## src/rtl/ones_pkg.sv

```systemverilog
// Shared types, defaults and helpers for the ones-pattern generator.
package ones_pkg;

  localparam int unsigned DefWidth = 8;
  localparam int unsigned DefCw    = 4;

  typedef enum logic [0:0] {
    StIdle,
    StShift
  } state_e;

  // Clamp a requested ones count to the word width.
  function automatic int unsigned sat_count(input int unsigned count, input int unsigned width);
    return (count > width) ? width : count;
  endfunction

endpackage

```

## src/rtl/ones_thermo_enc.sv

```systemverilog
// Combinational thermometer encoder: n -> word with bits [n-1:0] set.
module ones_thermo_enc
  import ones_pkg::*;
#(
  parameter int unsigned WIDTH = DefWidth,
  parameter int unsigned CW    = DefCw
) (
  input  logic [CW-1:0]    n,
  output logic [WIDTH-1:0] word
);

  logic [WIDTH-1:0] all_ones;

  // Shifting an all-ones word left by n and inverting leaves n ones at the
  // bottom; n == WIDTH shifts everything out and yields all ones, so there is
  // no overflow case. n is already clamped by the caller.
  always_comb begin
    all_ones = '1;
    word     = ~(all_ones << n);
  end

endmodule

```

## src/rtl/ones_pattern_gen.sv

```systemverilog
// Ones-pattern generator: accepts a ones count, emits the thermometer word in
// parallel and shifts it out LSB first under a valid/ready handshake.
module ones_pattern_gen
  import ones_pkg::*;
#(
  parameter int unsigned WIDTH = DefWidth,
  parameter int unsigned CW    = DefCw
) (
  input  logic             clk,
  input  logic             rst,
  input  logic             in_valid,
  output logic             in_ready,
  input  logic [CW-1:0]    count_in,
  output logic [WIDTH-1:0] word_out,
  output logic             word_valid,
  output logic             ser_out,
  output logic             ser_valid,
  input  logic             ser_ready,
  output logic             ser_last,
  output logic             busy,
  output logic             sat_err
);

  localparam int unsigned IW = (WIDTH > 1) ? $clog2(WIDTH) : 1;
  localparam logic [IW-1:0] LastIdx = IW'(WIDTH - 1);

  state_e           state;
  logic [IW-1:0]    idx;
  logic [CW-1:0]    n_sat;
  logic             sat;
  logic [WIDTH-1:0] enc_word;
  logic             accept;
  logic             xfer;

  // Clamp the incoming count and flag saturation.
  always_comb begin
    sat   = (32'(count_in) > WIDTH);
    n_sat = CW'(sat_count(32'(count_in), WIDTH));
  end

  ones_thermo_enc #(
    .WIDTH (WIDTH),
    .CW    (CW)
  ) u_enc (
    .n    (n_sat),
    .word (enc_word)
  );

  assign accept = in_valid && in_ready;
  assign xfer   = ser_valid && ser_ready;

  // FSM, bit index and registered word/pulse outputs.
  always_ff @(posedge clk) begin
    if (rst) begin
      state      <= StIdle;
      idx        <= '0;
      word_out   <= '0;
      word_valid <= 1'b0;
      sat_err    <= 1'b0;
    end else begin
      word_valid <= 1'b0;
      sat_err    <= 1'b0;
      unique case (state)
        StIdle: begin
          if (accept) begin
            word_out   <= enc_word;
            word_valid <= 1'b1;
            sat_err    <= sat;
            idx        <= '0;
            state      <= StShift;
          end
        end
        StShift: begin
          // Stalls hold idx, so ser_out is held and no bit is lost or repeated.
          if (xfer) begin
            if (idx == LastIdx) begin
              idx   <= '0;
              state <= StIdle;
            end else begin
              idx <= idx + 1'b1;
            end
          end
        end
        default: state <= StIdle;
      endcase
    end
  end

  // Handshake and serial outputs decode straight from registered state.
  always_comb begin
    in_ready  = (state == StIdle);
    busy      = (state != StIdle);
    ser_valid = (state == StShift);
    ser_out   = ser_valid && word_out[idx];
    ser_last  = ser_valid && (idx == LastIdx);
  end

endmodule
```

## config.mk

```make
export PLATFORM = sky130hd
export DESIGN_NAME = ones_pattern_gen
export DESIGN_NICKNAME = d
export VERILOG_FILES = /design/src/rtl/ones_pkg.sv /design/src/rtl/ones_thermo_enc.sv /design/src/rtl/ones_pattern_gen.sv
export SDC_FILE = /design/constraint.sdc
export NUM_CORES = 1
export LEC_CHECK = 0
export CAP_MARGIN = 40
export CORE_MARGIN = 2
export CORE_UTILIZATION = 35
export CTS_CLUSTER_DIAMETER = 150
export DETAILED_ROUTE_END_ITERATION = 8
export SLEW_MARGIN = 20
export SYNTH_ARGS = -nofsm -noshare
export SYNTH_HDL_FRONTEND = slang
export SYNTH_HIERARCHICAL = 1
export SYNTH_SLANG_ARGS = --single-unit
export TNS_END_PERCENT = 50
```

## constraint.sdc

```tcl
create_clock -name clk -period 2.5 [get_ports clk]
set_input_delay 0.5 -clock clk [delete_from_list [all_inputs] [get_ports clk]]
set_output_delay 0.5 -clock clk [all_outputs]
set_load 0.02 [all_outputs]
```

==> flow_summary_export.csv <==
group,metric,value,unit
outcome,outcome,"finished, final reports clean",
worst_setup_path,cp-start-kind,"register",
min_path,hold_end,"word_out[6]",
grt,grt_max_degree,14,
clock_network,cts_root_buf,"clkbuf_4",
grt,grt_pass1_wl,2480,microns
grt,globalRoute.totalOverflow,0,
worst_setup_path,critPathRequiredTime,2.00,ns
logic_synthesis,synth_area,699,sq um
logic_synthesis,synth_nets,91,
finish,nets,112,
logic_synthesis,synth_top_area_share,40.1,%
clock_network,cts_resized,0,
routing,first_pass_iters,4,
logic_synthesis,synth_top_area_cell,"dfxtp_1",
logic_synthesis,yosysSeqAreaShare,40.1,%
placed_design,placed_area,918,sq um
timing,slew_headroom,66.3,%
timing,slew_viol_final,0,
job,max-cap-violations,0,
logic_synthesis,synth_seq_cells,14,
worst_setup_path,timing.rr.start,"busy",
timing,fin_setup_tns,0,ns
logic_synthesis,yosysWarnings,6,
finish,area_growth_syn_to_layout,36.9,%
placed_design,place.port_buffers,22,
timing,max_freq,0.440,GHz
worst_setup_path,cp_max_fo,5,
clock_network,clkTransAtPathRegs,0.09,ns
grt,grtUsageTotal,13.3,%
clock_network,clock-sinks,14,
logic_synthesis,syn-instance-count,81,
power_and_ir_drop,powerDensity,541,nW/um^2
worst_setup_path,worstSetupPathType,"register to primary output",
finish,fill_cells,198,
die,die_x,48.7,microns
min_path,hp-class,"register to register",
timing,setup_viol,0,
timing,finalHoldViolations,0,
die,core_area,1920,sq um
placed_design,dp_hpwl,1080,microns
clock_network,clockBufferDepth,2,
timing,period_minus_slack,2.28,ns
logic_synthesis,synth_area_leaders,"dfxtp_1 (40%), nand2_1 (9.1%), a21oi_1 (6.4%)",
routing,wl_per_cell,11.0,microns
logic_synthesis,yosys.cell_count.top_type,"nand2_1",
power_and_ir_drop,p_leak,0.000385,uW
min_path,whs_path_depth,2,
routing,post_drt_via_cell_ratio,5.01,
logic_synthesis,async_flop_share,0,%
logic_synthesis,synth_common_cells,"nand2_1 (17), dfxtp_1 (14), a21oi_1 (9), nor2_1 (4), nor2b_1 (4)",
logic_synthesis,synth.distinct_cells,27,
timing,rsz0062_at_grt,"no",
placed_design,pre_cts_ws,0.335,ns
routing,first_iter_violations,7,
min_path,worstHoldStart,"word_out[6]",
power_and_ir_drop,finalPower,518,uW
timing,setup_ws,0.225,ns
worst_setup_path,worstPathArrival,1.78,ns
clock_network,cts_tree,"built",
timing,fin_skew,0.00593,ns
die,die_h,48.7,microns
power_and_ir_drop,max-vdd-ir-drop,0.000245,V
worst_setup_path,r2r_end,"word_out[7]",
routing,vias,641,
grt,grt_pass1_vias,608,
die,start_util,36.4,%
logic_synthesis,synthFlopType,"dfxtp_1",
die,die-area,2370,sq um
clock_network,cts_buffers,3,
logic_synthesis,synth_edf_count,0,
finish,diodes,0,
placed_design,place.gp.congestion,0.733,
worst_setup_path,worstSetupEndpointType,"primary output",
clock_network,cts_setup_buffers,0,
finish,drive_above_1_share,10.9,%
routing,post-route-drc-count,0,
die,num_io_pins,23,
clock_network,htree_levels,1,
worst_setup_path,r2r_slack,1.27,ns
die,rows,16,
logic_synthesis,synth.avg_cell_area,8.63,sq um
routing,final_antenna_net_count,0,
finish,fin_area,957,sq um
grt,antenna_found_initial,0,
clock_network,postCtsHoldBufs,0,
timing,min_period_over_period,91.0,%
worst_setup_path,ff2ff_path_depth,4,
clock_network,clk_latency,0.29,ns
routing,wirelength,1410,microns
timing,tightest_slew,0.505,ns
-- power breakdown --
| part | leakage [uW] | switching (uW) | internal, uW |
|---|---|---|---|
| logic | 0.000249 | 53.5 | 53.8 |
| registers | 0.000115 | 9.20 | 235 |
| clock network | 0.0000210 | 77.3 | 88.7 |
| total | 0.000385 | 140 | 378 |
-- cell families (layout without fill, tap and decap cells) --
logic type	after synthesis	after routing	share of synthesized area (%)
and+or+nand+nor	33	33	22.5
AOI/OAI and AO/OA	19	19	18.4
DFF	14	14	40.1
buffers and inverters	9	29	7.15
muxes	4	4	8.23
adders and majority gates	2	2	3.58
-- metal layers --
layer / up-vias / global-route usage, % / share of wire [%] / wire, microns
met4: 0 / 7.14 / 2.2 / 31
met2: 18 / 22.1 / 46 / 650
met1: 297 / 15.7 / 46 / 642
li1: 320 / - / - / -
met5: - / 0 / 0 / 0
met3: 6 / 3.40 / 5.9 / 83
-- worst max path at each step --
stage | cells past startpoint | slack [ns] | end | start
after floorplan | 3 | 0.63 | ser_out | busy
after global placement | 4 | 0.37 | ser_out | idx[0]
after detailed placement | 4 | 0.33 | ser_out | idx[0]
after CTS | 4 | 0.02 | ser_out | idx[0]
after global routing | 4 | 0.13 | ser_last | idx[1]
final | 4 | 0.22 | ser_last | idx[1]
-- cell type report --
type                    instances  area [sq um]  area share (%)
clock buffers                   4          36.3            3.79
inverters                       2          7.51           0.784
well taps                      27          33.8            3.53
flip-flops and latches         14           280            29.3
repair buffers                 23           230            24.1
multi-input cells              58           369            38.6
-- worst max-delay path, stage by stage, from the launching register on --
cell and delay (ns):
dfxtp_1 0.43, ha_1 0.19, ha_1 0.15, and2_1 0.12, clkdlybuf4s50_1 0.59
-- cell usage in the layout, fill, tap and decap left out, drive strengths merged --
cell           instances
a21oi                  9
o31ai                  1
a311oi                 2
clkdlybuf4s50         21
nand2                 17
nand2b                 2
a21o                   2
o311a                  1
a32oi                  2
nor2                   5
a31o                   1
or3                    2
or2                    1
nand3b                 1
and2                   1
inv                    2
dfxtp                 14
clkbuf                 4
nor2b                  4
o21ai                  1
dlymetal6s2s           1
ha                     2
mux2                   1
mux2i                  2
buf                    1
mux4                   1
-- state kept, by name, summed over array words and instances, names as in the netlist --
| register | flops |
|---|---|
| busy | 1 |
| idx | 3 |
| sat_err | 1 |
| word_out | 8 |
| word_valid | 1 |
-- through the flow --
stage	instances	utilization, %	hold slack (ns)
global placement	124	47.8	0.467
finish	128	49.8	0.483
detailed placement	124	47.8	0.470
floorplan	81	-	0.490
global route	128	49.8	0.516
CTS	128	49.7	0.483
No activity file was read; power rests on OpenSTA's default activity.
